<file path="src/rtl/usb_ep_in_arbiter.sv">
// usb_ep_in_arbiter: round-robin owner of one shared USB IN-endpoint data port.
// A single registered grant muxes the owner's strobes through and steers dataFree back to it.
module usb_ep_in_arbiter #(
  parameter int N_REQ    = 4,
  parameter int IDLE_MAX = 16
) (
  input  logic                     i_clk,
  input  logic                     i_rstn,
  input  logic [N_REQ-1:0]         i_req,
  output logic [N_REQ-1:0]         o_grant,
  output logic [$clog2(N_REQ)-1:0] o_grantIdx,
  output logic                     o_busy,
  input  logic [N_REQ-1:0]         i_dataPut,
  input  logic [8*N_REQ-1:0]       i_data,
  input  logic [N_REQ-1:0]         i_dataDone,
  output logic [N_REQ-1:0]         o_dataFree,
  output logic                     o_inEp_req,
  input  logic                     i_inEp_grant,
  input  logic                     i_inEp_dataFree,
  output logic                     o_inEp_dataPut,
  output logic [7:0]               o_inEp_data,
  output logic                     o_inEp_dataDone,
  output logic                     o_revoked
);

  localparam int IDX_W = $clog2(N_REQ);
  localparam int CNT_W = (IDLE_MAX > 0) ? $clog2(IDLE_MAX + 1) : 1;
  localparam logic [CNT_W-1:0] CNT_MAX = CNT_W'(IDLE_MAX);

  typedef enum logic {IDLE, OWNED} stateT;

  stateT            stateQ, stateD;
  logic [N_REQ-1:0] grantQ, grantD;
  logic [N_REQ-1:0] blockQ, blockD;
  logic [N_REQ-1:0] eligible, others;
  logic [IDX_W-1:0] ownerQ, ownerD, ptrQ, ptrD;
  logic [IDX_W-1:0] afterOwner, pickIdle, pickNext;
  logic [CNT_W-1:0] cntQ, cntD;
  logic             revokedD, busy, fwdPut;

  // First set bit of v at or after start, wrapping modulo N_REQ.
  function automatic logic [IDX_W-1:0] rrPick(input logic [N_REQ-1:0] v,
                                               input logic [IDX_W-1:0] start);
    logic [IDX_W-1:0] r;
    logic [IDX_W:0]   sum;
    r = '0;
    for (int i = N_REQ - 1; i >= 0; i--) begin
      sum = {1'b0, start} + (IDX_W+1)'(i);
      if (sum >= (IDX_W+1)'(N_REQ)) sum = sum - (IDX_W+1)'(N_REQ);
      if (v[sum[IDX_W-1:0]]) r = sum[IDX_W-1:0];
    end
    return r;
  endfunction

  assign busy       = |grantQ;
  assign afterOwner = (ownerQ == IDX_W'(N_REQ - 1)) ? '0 : ownerQ + IDX_W'(1);
  // A revoked owner stays masked until it lowers its request once.
  assign eligible   = i_req & ~blockQ;
  assign others     = eligible & ~grantQ;
  assign pickIdle   = rrPick(eligible, ptrQ);
  assign pickNext   = rrPick(others, afterOwner);

  assign o_grant         = grantQ;
  assign o_grantIdx      = ownerQ;
  assign o_busy          = busy;
  assign o_inEp_req      = busy;
  assign o_dataFree      = grantQ & {N_REQ{i_inEp_dataFree}};
  assign fwdPut          = busy & i_dataPut[ownerQ] & i_inEp_grant & i_inEp_dataFree;
  assign o_inEp_dataPut  = fwdPut;
  assign o_inEp_data     = busy ? i_data[{ownerQ, 3'b000} +: 8] : 8'h00;
  assign o_inEp_dataDone = busy & i_dataDone[ownerQ] & i_inEp_grant;

  // NOTE: every always_comb output gets a default first, so no path can infer a latch.
  always_comb begin
    stateD   = stateQ;
    grantD   = grantQ;
    ownerD   = ownerQ;
    ptrD     = ptrQ;
    cntD     = cntQ;
    blockD   = blockQ & i_req;
    revokedD = 1'b0;
    case (stateQ)
      IDLE: begin
        if (|eligible) begin
          stateD = OWNED;
          ownerD = pickIdle;
          grantD = N_REQ'(1) << pickIdle;
          cntD   = '0;
        end
      end
      OWNED: begin
        if (!i_req[ownerQ]) begin
          ptrD = afterOwner;
          cntD = '0;
          if (|others) begin
            ownerD = pickNext;
            grantD = N_REQ'(1) << pickNext;
          end else begin
            stateD = IDLE;
            ownerD = '0;
            grantD = '0;
          end
        end else if (IDLE_MAX != 0 && cntQ == CNT_MAX && |others) begin
          revokedD       = 1'b1;
          blockD[ownerQ] = 1'b1;
          ptrD           = afterOwner;
          ownerD         = pickNext;
          grantD         = N_REQ'(1) << pickNext;
          cntD           = '0;
        end else if (fwdPut) begin
          cntD = '0;
        end else if (cntQ != CNT_MAX) begin
          cntD = cntQ + CNT_W'(1);
        end
      end
      default: stateD = IDLE;
    endcase
  end

  // NOTE: state registers use non-blocking assignment so every flop samples pre-edge values.
  always_ff @(posedge i_clk or negedge i_rstn) begin
    if (!i_rstn) begin
      stateQ    <= IDLE;
      grantQ    <= '0;
      ownerQ    <= '0;
      ptrQ      <= '0;
      cntQ      <= '0;
      blockQ    <= '0;
      o_revoked <= 1'b0;
    end else begin
      stateQ    <= stateD;
      grantQ    <= grantD;
      ownerQ    <= ownerD;
      ptrQ      <= ptrD;
      cntQ      <= cntD;
      blockQ    <= blockD;
      o_revoked <= revokedD;
    end
  end

  grantOneHot: assert property (@(posedge i_clk) disable iff (!i_rstn) $onehot0(o_grant));

endmodule

</file>
<file path="config.mk">
export PLATFORM = sky130hd
export DESIGN_NAME = usb_ep_in_arbiter
export DESIGN_NICKNAME = d
export VERILOG_FILES = /design/src/rtl/usb_ep_in_arbiter.sv
export SDC_FILE = /design/constraint.sdc
export NUM_CORES = 1
export LEC_CHECK = 0
export CAP_MARGIN = 20
export CORE_UTILIZATION = 45
export DETAILED_ROUTE_END_ITERATION = 8
export MAX_ROUTING_LAYER = met4
export PLACE_DENSITY_LB_ADDON = 0.1
export SETUP_SLACK_MARGIN = 0.3
export SYNTH_ARGS = -nofsm -noshare
export SYNTH_HDL_FRONTEND = slang
export SYNTH_SLANG_ARGS = --single-unit
</file>
<file path="constraint.sdc">
create_clock -name i_clk -period 7.35 [get_ports i_clk]
set_input_delay 1.47 -clock i_clk [delete_from_list [all_inputs] [get_ports i_clk]]
set_output_delay 1.47 -clock i_clk [all_outputs]
set_load 0.02 [all_outputs]
</file>
# ---- Word level (Yosys, flattened, before mapping)
# Cells that the tools add are included.
dict set report word_totals {
  in_bits 48
  regBits 19
  elab_cells 142
}
dict set report op_classes {
  addsub 16
  shift 3
  n_mux 70
  order_cmp 18
  eq_ne 7
  reduce_logical 8
  bitwise 13
}
# operator n
set op_table {}
lappend op_table {{$mux W2} 23}
lappend op_table {{$shiftx A32 B6 Y8} 1}
lappend op_table {{$mux W4} 7}
lappend op_table {{$lt A2 B3 Y1 const B} 9}
lappend op_table {{$mux W5} 5}
lappend op_table {{$bmux W1 S2} 11}
lappend op_table {{$ge A3 B3 Y1 const B} 6}
lappend op_table {{$mux W1} 18}
lappend op_table {{$and A4 B4 Y4} 4}
lappend op_table {{$sub A2 B1 Y2 const B} 8}
lappend op_table {{$add A2 B2 Y3 const B} 4}
lappend op_table {{$reduce_or A4 Y1} 3}
lappend op_table {{$pmux W5 S2} 1}
lappend op_table {{$mux W8} 1}
lappend op_table {{$not A4 Y4} 2}
lappend op_table {{$pmux W4 S2} 1}
lappend op_table {{$shl A1 B2 Y4 const A} 2}
lappend op_table {{$add A2 B1 Y3 const B} 2}
lappend op_table {{$ge A2 B3 Y1 const B} 2}
lappend op_table {{$reduce_and A2 Y1} 3}
lappend op_table {{$add A5 B1 Y5 const B} 1}
lappend op_table {{$and A1 B1 Y1} 5}
lappend op_table {{$eq A5 B5 Y1 const B} 1}
lappend op_table {{$ne A5 B3 Y1 const B} 1}
lappend op_table {{13 further kinds} 14}

# ---- Longest topological paths before layout
# Gate-level depths: netlist of the first run.
dict set report depth {
  ltp_word 15
  depth_mapped 8
  depth_no_buf 7
}

# ---- Least setup slack after synthesis of the first run
# No wires, ideal clock.
dict set report synth_timing {
  path_kind {input -> output}
  start {in i_dataPut[3]}
  end {out o_inEp_dataPut}
  path_stages 2
  n_path_buf 0
  required_time_ps 5880
  path_slack_ps 3704
  arrival_ps 2176
  path_cell_list {mux4_2 -> and4_1}
}
dict set report synth_between {
  elab_chain_cells 5
}
# element line_no
set synth_lines {}
lappend synth_lines {{from (decl)} 13} ;# input logic [N_REQ-1:0] i_dataPut,
lappend synth_lines {{$bmux W1 S2} 68} ;# assign fwdPut = busy & i_dataPut[ownerQ] & i_inEp_grant & i_inEp_dataFree;
lappend synth_lines {{$mux W1 (implied by the code)} 68}
lappend synth_lines {{$and A1 B1 Y1 (3 in series)} 68}
lappend synth_lines {{to (decl)} 20} ;# output logic o_inEp_dataPut,
# No other way between the ends. The select of a mux whose other input is x is not followed.

# ---- Worst setup path in the final report of the first run
# Ends and elaborated chain as after synthesis.

==> results.py, run 1 <==
metrics = {
    "timing": {
        "fin_skew_ps": 16.1,
        "timing.hold.ws_ps": 577,
        "finalSetupViolCount": 0,
        "drv_slew": 0,
        "min_period_ps": 4550,
        "finalSetupTns_ps": 0,
        "fmax_ghz": 0.220,
        "maxSlewHeadroom": 0.414,
        "post-route-period-util": 0.619,
        "rsz0062_at_grt": "no",
        "hold_viol": 0,
        "worst_pin_slew_ps": 876,
    },
    "pwr": {
        "power_frac_seq": 0.245,
        "power.total_mw": 0.831,
        "swShare": 0.459,
        "intPower_mw": 0.449,
        "p_leak_nw": 0.937,
        "irDropWorstVdd_v": 0.000161,
        "power.share.clock": 0.067,
        "p_comb_frac": 0.688,
        "power_density_nw_per_um2": 352,
        "switchingPower_mw": 0.382,
    },
    "die": {
        "ios": 71,
        "die_area_sq_um": 3840,
        "start_util": 0.478,
        "rows": 21,
        "die_y_um": 62.0,
        "die_w_um": 62.0,
        "core_area_sq_um": 3390,
    },
    "clocking": {
        "cts_tree": "yes",
        "clkSlewWorstSetupHoldPaths_ps": 100,
        "cts_max_level": 1,
        "cts_inserted_buffers": 3,
        "cts_resized": 0,
        "clock-sinks": 19,
        "clock_latency_ps": 310,
        "clock_path_buffers": 2,
        "cts_setup_buffers": 0,
        "cts_root_buf": "clkbuf_4",
        "cts_hold_buf": 0,
    },
    "synthesis": {
        "syn_inst": 155,
        "ys_async_sr_fraction": 1.00,
        "dominantRegCellSynth": "dfrtp_1",
        "ys_warn_count": 0,
        "netlist_area_sq_um": 1620,
        "syn-num-nets": 209,
        "yosys.cell_types.count": 53,
        "synth.avg_cell_area_sq_um": 10.5,
        "synth_edf_count": 0,
        "yosysSeqAreaShare": 0.293,
        "synth-seq-cells": 19,
    },
    "critical_path": {
        "worstSetupStartpoint": "i_dataPut[3]",
        "reg2reg_from": "o_grantIdx[0]$_DFFE_PN0P_",
        "path_cells": "clkdlybuf4s50_1, mux4_2, and4_1, clkdlybuf4s50_1",
        "rr_endpoint": "o_grant[1]$_DFFE_PN0P_",
        "path_max_fanout": 2,
        "crit_path_end_kind": "output port",
        "cpMaxStageDelayCell": "clkdlybuf4s50_1",
        "ff2ff_setup_slack_ps": 4530,
        "startpoint_type": "primary input",
        "crit_family": "buffers and inverters",
        "r2r_cells": 7,
        "critPathMaxStageDelay_ps": 540,
        "path_class": "primary input to output port",
        "endpoint": "o_inEp_dataPut",
        "path_depth": 4,
        "cp_data_required_time_ps": 5880,
        "crit_top_cell": "clkdlybuf4s50_1",
        "critPathBufInv": 2,
        "cp.arrival_ps": 3080,
    },
    "route": {
        "drc": 0,
        "wl_per_cell_um": 17.5,
        "wl_mm": 4.69,
        "viasPerCell": 5.79,
        "ant_nets": 0,
        "dr.pass1.iters": 4,
        "vias": 1551,
        "drtIter0Drc": 37,
    },
    "cells_and_area": {
        "fillers": 246,
        "n_antenna_cell": 0,
        "final_area_sq_um": 2360,
        "nNetsFinal": 277,
        "drive_gt1_frac": 0.0991,
        "postLayoutCoreUtil": 0.697,
        "syn_to_final_growth_pct": 45.8,
    },
    "run_status": {
        "outcome": "finished, final reports clean",
    },
    "global_route": {
        "grt_pass1_vias": 1486,
        "grt_pass1_wl_mm": 7.14,
        "antenna_found_initial": 0,
        "grt-ovfl-total": 0,
        "grtUsageTotal": 0.268,
        "grt_start_max_net_pins": 20,
    },
    "placed_design": {
        "io_buffers": 70,
        "placed_cell_area_sq_um": 2330,
        "dp.final_hpwl_mm": 3.76,
        "globalplace.congestion": 1.01,
    },
    "run": {
        "maxCapViolCount": 0,
    },
    "worst_hold_path": {
        "hp-class": "flip-flop to flip-flop",
    },
}
==> worst register-to-register path: stages, from the launching register on <==
cell and delay (ps):
dfrtp_1 890, inv_1 210, ha_1 470, or4b_1 530, o32ai_2 160, a211oi_1 140, a32oi_1 200, o21ai_0 100
==> synthesized netlist by cell type (2+ instances only) <==
cell type | count | area (sq um)
a211oi_1 | 4 | 30.0
a21oi_1 | 4 | 20.0
a22o_1 | 4 | 35.0
and2_1 | 13 | 81.3
buf_6 | 2 | 22.5
clkbuf_1 | 2 | 7.51
dfrtp_1 | 19 | 475
ha_1 | 6 | 75.1
inv_1 | 8 | 30.0
mux2_2 | 2 | 22.5
mux2i_1 | 2 | 20.0
mux4_2 | 10 | 225
nand2_1 | 5 | 18.8
nand2b_1 | 5 | 31.3
nand3_1 | 2 | 10.0
nand4_1 | 2 | 12.5
nor2_1 | 10 | 37.5
nor2b_1 | 2 | 12.5
nor3_1 | 3 | 15.0
nor3b_1 | 2 | 15.0
o2111ai_1 | 2 | 17.5
o21a_1 | 5 | 37.5
o21ai_0 | 4 | 20.0
o22ai_1 | 2 | 12.5
or3b_1 | 5 | 43.8
xor2_1 | 3 | 26.3
==> routing by layer <==
metal | vias to the layer above | wire length (um) | GRT usage
met2 | 90 | 2220 | 0.424
met3 | 8 | 384 | 0.0414
met1 | 726 | 2030 | 0.347
li1 | 727 | - | -
met5 | - | 0 | -
met4 | 0 | 51 | 0.0952
==> per-stage QoR <==
step	setup WS, ps	cells
detailed placement	2790	264
finish	2800	268
floorplan	3700	155
CTS	2790	268
global placement	2810	264
global route	2750	268
==> placed cells by master (no fill, tap or decap), types with 3 or more instances in the layout <==
master and instances:
a211oi_1 4, a21oi_1 4, a22o_1 4, and2_1 13
clkbuf_4 3, clkdlybuf4s50_1 70, dfrtp_1 19, ha_1 6
inv_1 8, mux4_2 10, nand2_1 5, nand2b_1 5
nor2_1 10, nor3_1 3, o21a_1 5, o21ai_0 4
or3b_1 5, xor2_1 3
==> layout make-up <==
cell class	instances	area, sq um	area share
clock buffers	3	22.5	0.00953
clock inverters	1	7.51	0.00318
inverters	8	30.0	0.0127
multi-input cells	121	1070	0.452
flip-flops and latches	19	475	0.201
well taps	46	57.6	0.0244
repair buffers	70	701	0.297
==> power groups by stage <==
stage / clock network [mW] / logic [mW] / registers (mW)
2_1_floorplan: 0 / 0.389 / 0.182
3_3_place_gp: 0 / 0.559 / 0.202
3_5_place_dp: 0 / 0.568 / 0.207
4_1_cts: 0.0581 / 0.570 / 0.204
5_1_grt: 0.0620 / 0.622 / 0.213
6_report: 0.0560 / 0.571 / 0.203
==> how the worst min path moves through the flow <==
| stage | startpoint | to | slack, ps | cells past startpoint |
|---|---|---|---|---|
| floorplan | blockQ[2]$_DFF_PN0_ | blockQ[2]$_DFF_PN0_ | 500 | 1 |
| global route | blockQ[2]$_DFF_PN0_ | blockQ[2]$_DFF_PN0_ | 600 | 1 |
| finish | blockQ[2]$_DFF_PN0_ | blockQ[2]$_DFF_PN0_ | 580 | 1 |
| detailed placement | blockQ[3]$_DFF_PN0_ | blockQ[3]$_DFF_PN0_ | 550 | 1 |
| CTS | blockQ[3]$_DFF_PN0_ | blockQ[3]$_DFF_PN0_ | 580 | 1 |
| global placement | cntQ[3]$_DFFE_PN0P_ | cntQ[3]$_DFFE_PN0P_ | 530 | 2 |
==> registers in the layout, summed over array words and instances, names as in the netlist <==
signal and flops:
cntQ 5, blockQ 4, o_grant 4, o_grantIdx 2
ptrQ 2, o_revoked 1, stateQ 1
==> cells by family (layout without fill, tap and decap cells) <==
kind of cell | Yosys count | after routing | share of synthesized area
fa+ha+maj | 6 | 6 | 0.0463
mux | 15 | 15 | 0.181
buf+inv | 15 | 82 | 0.0471
simple gates | 59 | 59 | 0.226
flops | 19 | 19 | 0.293
compound gates | 37 | 37 | 0.184
xor+xnor | 4 | 4 | 0.0216
Power figures use the tool's default switching activity.
==> run 2: changes to the inputs <==
Settings changed: CORE_UTILIZATION 45 to 38.
Clock period 7.35 ns to 3.92 ns, I/O delays scaled along.
==> results.py, run 2 (synthesized netlist as in run 1, its figures left out) <==
metrics = {
    "run_status": {
        "outcome": "finished, final reports clean",
    },
    "route": {
        "ant_nets": 0,
        "wl_met1_mm": 2.15,
        "wl_per_cell_um": 18.0,
        "vias": 1546,
        "top_layer_used": "met4",
        "drtIter0Drc": 52,
        "dr.pass1.iters": 4,
        "viasPerCell": 5.68,
        "dr_wl_met3_um": 379,
        "wl_met2_mm": 2.29,
        "drc": 0,
        "wl_mm": 4.90,
    },
    "cells_and_area": {
        "largest_reg_flops": 5,
        "fillers": 340,
        "final_cell_mix": "clkdlybuf4s50_1, dfrtp_1, and2_1, mux4_2, nor2_1",
        "syn_to_final_growth_pct": 47.3,
        "multi_input_area_sq_um": 1070,
        "nNetsFinal": 277,
        "drive_gt1_frac": 0.0991,
        "n_antenna_cell": 0,
        "largest-register": "cntQ",
        "final_cell_count_no_fill": 272,
        "mostFrequentLayoutCell": "clkdlybuf4s50_1",
        "ff_latch_area_sq_um": 475,
    },
    "timing": {
        "drv_slew": 0,
        "worst_pin_slew_ps": 890,
        "min_period_ps": 3290,
        "maxSlewHeadroom": 0.407,
        "fmax_ghz": 0.304,
        "rsz0062_at_grt": "no",
        "post-route-period-util": 0.839,
        "finalSetupTns_ps": 0,
        "hold_viol": 0,
        "fin_skew_ps": 4.00,
        "finalSetupViolCount": 0,
    },
    "die": {
        "start_util": 0.399,
        "die_w_um": 67.3,
        "rows": 23,
        "die_area_sq_um": 4530,
        "die_y_um": 67.3,
        "ios": 71,
        "core_area_sq_um": 4060,
    },
    "clocking": {
        "clock-sinks": 19,
        "cts_tree": "yes",
        "cts_inserted_buffers": 3,
        "clock_latency_ps": 270,
        "clock_path_buffers": 2,
        "cts_root_buf": "clkbuf_8",
        "clkSlewWorstSetupHoldPaths_ps": 80,
        "cts_resized": 0,
        "cts_setup_buffers": 0,
        "cts_hold_buf": 0,
        "cts_max_level": 1,
    },
    "global_route": {
        "antenna_found_initial": 0,
        "grt_pass1_vias": 1478,
        "grtUsageTotal": 0.235,
        "grt_pass1_wl_mm": 7.56,
        "grt_start_max_net_pins": 20,
        "grt-ovfl-total": 0,
    },
    "pwr": {
        "p_comb_frac": 0.671,
        "swShare": 0.454,
        "power_frac_seq": 0.237,
        "power_density_nw_per_um2": 672,
        "irDropWorstVdd_v": 0.000336,
        "switchingPower_mw": 0.729,
        "p_leak_nw": 0.945,
        "power.share.clock": 0.092,
        "intPower_mw": 0.875,
    },
    "critical_path": {
        "cp_data_required_time_ps": 3140,
        "path_class": "flip-flop to output port",
        "crit_path_end_kind": "output port",
        "cp.arrival_ps": 2510,
        "startpoint_type": "flip-flop",
        "path_max_fanout": 16,
    },
    "placed_design": {
        "placed_cells": 268,
        "io_buffers": 70,
        "dp.final_hpwl_mm": 3.87,
        "globalplace.congestion": 0.906,
    },
    "run": {
        "maxCapViolCount": 0,
    },
    "worst_hold_path": {
        "hp-class": "flip-flop to flip-flop",
    },
}
[run 2: area by class of cell]
class,instances,share of cell area
inverter,8,0.0126
clock buffer,3,0.0173
sequential,19,0.199
tap,50,0.0262
timing repair buffer,70,0.294
clock inverter,1,0.00315
multi-input combinational,121,0.448
[run 2: worst paths after layout]
| check | start | endpoint | slack [ps] | cells past startpoint |
|---|---|---|---|---|
| max | o_grantIdx[0]$_DFFE_PN0P_ | o_inEp_dataPut | 630 | 3 |
| min | cntQ[3]$_DFFE_PN0P_ | cntQ[3]$_DFFE_PN0P_ | 560 | 2 |
| max reg2reg | o_grantIdx[0]$_DFFE_PN0P_ | o_grant[3]$_DFFE_PN0P_ | 1050 | 7 |
| min reg2reg | cntQ[3]$_DFFE_PN0P_ | cntQ[3]$_DFFE_PN0P_ | 560 | 2 |
| max in group asynchronous | i_rstn | blockQ[3]$_DFF_PN0_ | 2380 | 1 |
| min in group asynchronous | i_rstn | cntQ[3]$_DFFE_PN0P_ | 1010 | 1 |
[run 2: power groups by stage]
stage,sequential (mW),combinational [mW],clock (mW)
after floorplan,0.342,0.729,0
after global placement,0.378,1.06,0
after detailed placement,0.388,1.08,0
after CTS,0.384,1.08,0.148
after global routing,0.401,1.17,0.158
final,0.381,1.08,0.147
[run 2: worst max-delay path, cell delays in order, from the launching register on]
cell and delay [ps]:
dfrtp_1 880, mux4_2 600, and4_1 220, clkdlybuf4s50_1 540
[run 2: layer usage]
| layer | track usage | up-vias |
|---|---|---|
| met2 | 0.369 | 67 |
| met1 | 0.306 | 745 |
| li1 | - | 727 |
| met3 | 0.0372 | 7 |
| met5 | - | - |
| met4 | 0.0851 | 0 |
[run 2: stage by stage]
stage	utilization	power (mW)	hold slack (ps)	worst slack (ps)	instance area, sq um
2_1_floorplan	-	1.07	488	1410	1620
5_1_grt	0.588	1.73	598	453	2390
3_3_place_gp	0.576	1.44	530	758	2340
3_5_place_dp	0.576	1.46	537	726	2340
4_1_cts	0.588	1.61	559	571	2390
6_report	0.588	1.60	555	630	2390
==> run 3: changes to the inputs <==
Clock period 3.92 ns to 3 ns, I/O delays scaled along.
==> results.py, run 3 (synthesized netlist as in run 1, its figures left out) <==
metrics = {
    "run_status": {
        "outcome": "finished, final reports clean",
    },
    "critical_path": {
        "cpMaxStageDelayCell": "mux4_2",
        "cp.arrival_ps": 2000,
        "path_class": "primary input to output port",
        "cp_data_required_time_ps": 2400,
        "critPathMaxStageDelay_ps": 460,
        "crit_path_end_kind": "output port",
        "startpoint_type": "primary input",
        "path_cells": "clkdlybuf4s50_1, mux4_2, and4_1, dlygate4sd2_1",
        "path_max_fanout": 2,
    },
    "clocking": {
        "cts_max_level": 1,
        "clkSlewWorstSetupHoldPaths_ps": 70,
        "cts_inserted_buffers": 3,
        "cts_tree": "yes",
        "clock_path_buffers": 2,
        "cts_hold_buf": 0,
        "clock_latency_ps": 270,
        "clock-sinks": 19,
        "cts_root_buf": "clkbuf_8",
        "cts_setup_buffers": 0,
    },
    "placed_design": {
        "pre_cts_slack_ps": 174,
        "dp.final_hpwl_mm": 3.90,
        "io_buffers": 70,
        "placed_cell_area_sq_um": 2390,
        "placed_cells": 275,
        "globalplace.congestion": 0.931,
    },
    "timing": {
        "setup_ws_ps": 404,
        "drv_slew": 0,
        "post-route-period-util": 0.865,
        "timing.hold.ws_ps": 571,
        "hold_viol": 0,
        "min_period_ps": 2600,
        "fmax_ghz": 0.385,
        "finalSetupViolCount": 0,
        "finalSetupTns_ps": 0,
        "fin_skew_ps": 10.6,
        "worst_pin_slew_ps": 889,
        "maxSlewHeadroom": 0.406,
        "rsz0062_at_grt": "no",
    },
    "global_route": {
        "antenna_found_initial": 0,
        "grt-ovfl-total": 0,
        "grt_start_max_net_pins": 20,
        "grt_pass1_wl_mm": 7.49,
        "grtUsageTotal": 0.233,
        "grt_pass1_vias": 1515,
    },
    "route": {
        "wl_mm": 4.88,
        "vias": 1580,
        "wl_per_cell_um": 17.5,
        "ant_nets": 0,
        "drtIter0Drc": 45,
        "drc": 0,
        "viasPerCell": 5.66,
        "dr.pass1.iters": 4,
    },
    "pwr": {
        "swShare": 0.453,
        "power.total_mw": 2.10,
        "switchingPower_mw": 0.953,
        "power_density_nw_per_um2": 864,
        "intPower_mw": 1.15,
        "power.share.clock": 0.090,
        "p_comb_frac": 0.687,
        "power_frac_seq": 0.223,
        "irDropWorstVdd_v": 0.000357,
        "p_leak_nw": 1.00,
    },
    "cells_and_area": {
        "postLayoutCoreUtil": 0.600,
        "final_cell_count_no_fill": 279,
        "final_cell_mix": "clkdlybuf4s50_1, dfrtp_1, and2_1",
        "nNetsFinal": 284,
        "final_area_sq_um": 2430,
        "syn_to_final_growth_pct": 50.3,
        "mostFrequentLayoutCell": "clkdlybuf4s50_1",
        "n_antenna_cell": 0,
        "largest-register": "cntQ",
        "fillers": 346,
        "largest_reg_flops": 5,
        "drive_gt1_frac": 0.140,
    },
    "die": {
        "rows": 23,
        "die_y_um": 67.3,
        "die_w_um": 67.3,
        "start_util": 0.399,
        "core_area_sq_um": 4060,
        "die_area_sq_um": 4530,
        "ios": 71,
    },
    "worst_hold_path": {
        "hp-class": "flip-flop to flip-flop",
    },
    "run": {
        "maxCapViolCount": 0,
    },
}
## run 3: worst paths after layout
check | slack [ps] | end | cells after the start | startpoint
setup / recovery | 400 | o_inEp_dataPut | 4 | i_dataPut[3]
hold reg to reg | 570 | blockQ[2]$_DFF_PN0_ | 1 | blockQ[2]$_DFF_PN0_
max in group asynchronous | 1530 | o_grantIdx[0]$_DFFE_PN0P_ | 1 | i_rstn
setup reg to reg | 510 | o_grant[3]$_DFFE_PN0P_ | 7 | o_grantIdx[0]$_DFFE_PN0P_
min in group asynchronous | 830 | o_grant[2]$_DFFE_PN0P_ | 1 | i_rstn
hold / removal | 570 | blockQ[2]$_DFF_PN0_ | 1 | blockQ[2]$_DFF_PN0_
## run 3: critical path: cells and delay by family
kind	cells	cell delay (ps)
AND/OR/NAND/NOR	1	220
multiplexers	1	460
buffers and inverters	2	720
## run 3: cell type report
class / count / area [sq um] / share of cell area
clock buffer: 3 / 41.3 / 0.0170
clock inverter: 1 / 7.51 / 0.00308
inverter: 8 / 30.0 / 0.0123
multi-input combinational: 121 / 1070 / 0.440
sequential: 19 / 480 / 0.197
tap: 50 / 62.6 / 0.0257
timing repair buffer: 77 / 741 / 0.304
## run 3: power by group through the flow
stage | Sequential [mW] | Clock, mW | Combinational (mW)
after floorplan | 0.447 | 0 | 0.952
after global placement | 0.468 | 0 | 1.48
after detailed placement | 0.471 | 0 | 1.50
after CTS | 0.473 | 0.195 | 1.44
after global routing | 0.491 | 0.205 | 1.56
final | 0.469 | 0.189 | 1.44
## run 3: metal layers
layer | vias to the layer above | global-route usage | wire length (um)
met1 | 754 | 0.274 | 2080
met3 | 8 | 0.0355 | 368
li1 | 743 | - | -
met5 | - | - | 0
met4 | 0 | 0.0691 | 65
met2 | 75 | 0.406 | 2360
## run 3: what timing repair did
action                                 in CTS  in global routing
cloned                                      0                  0
setup endpoints to repair                  10                  2
resized for setup                          13                  1
endpoints found under the hold margin       0                  0
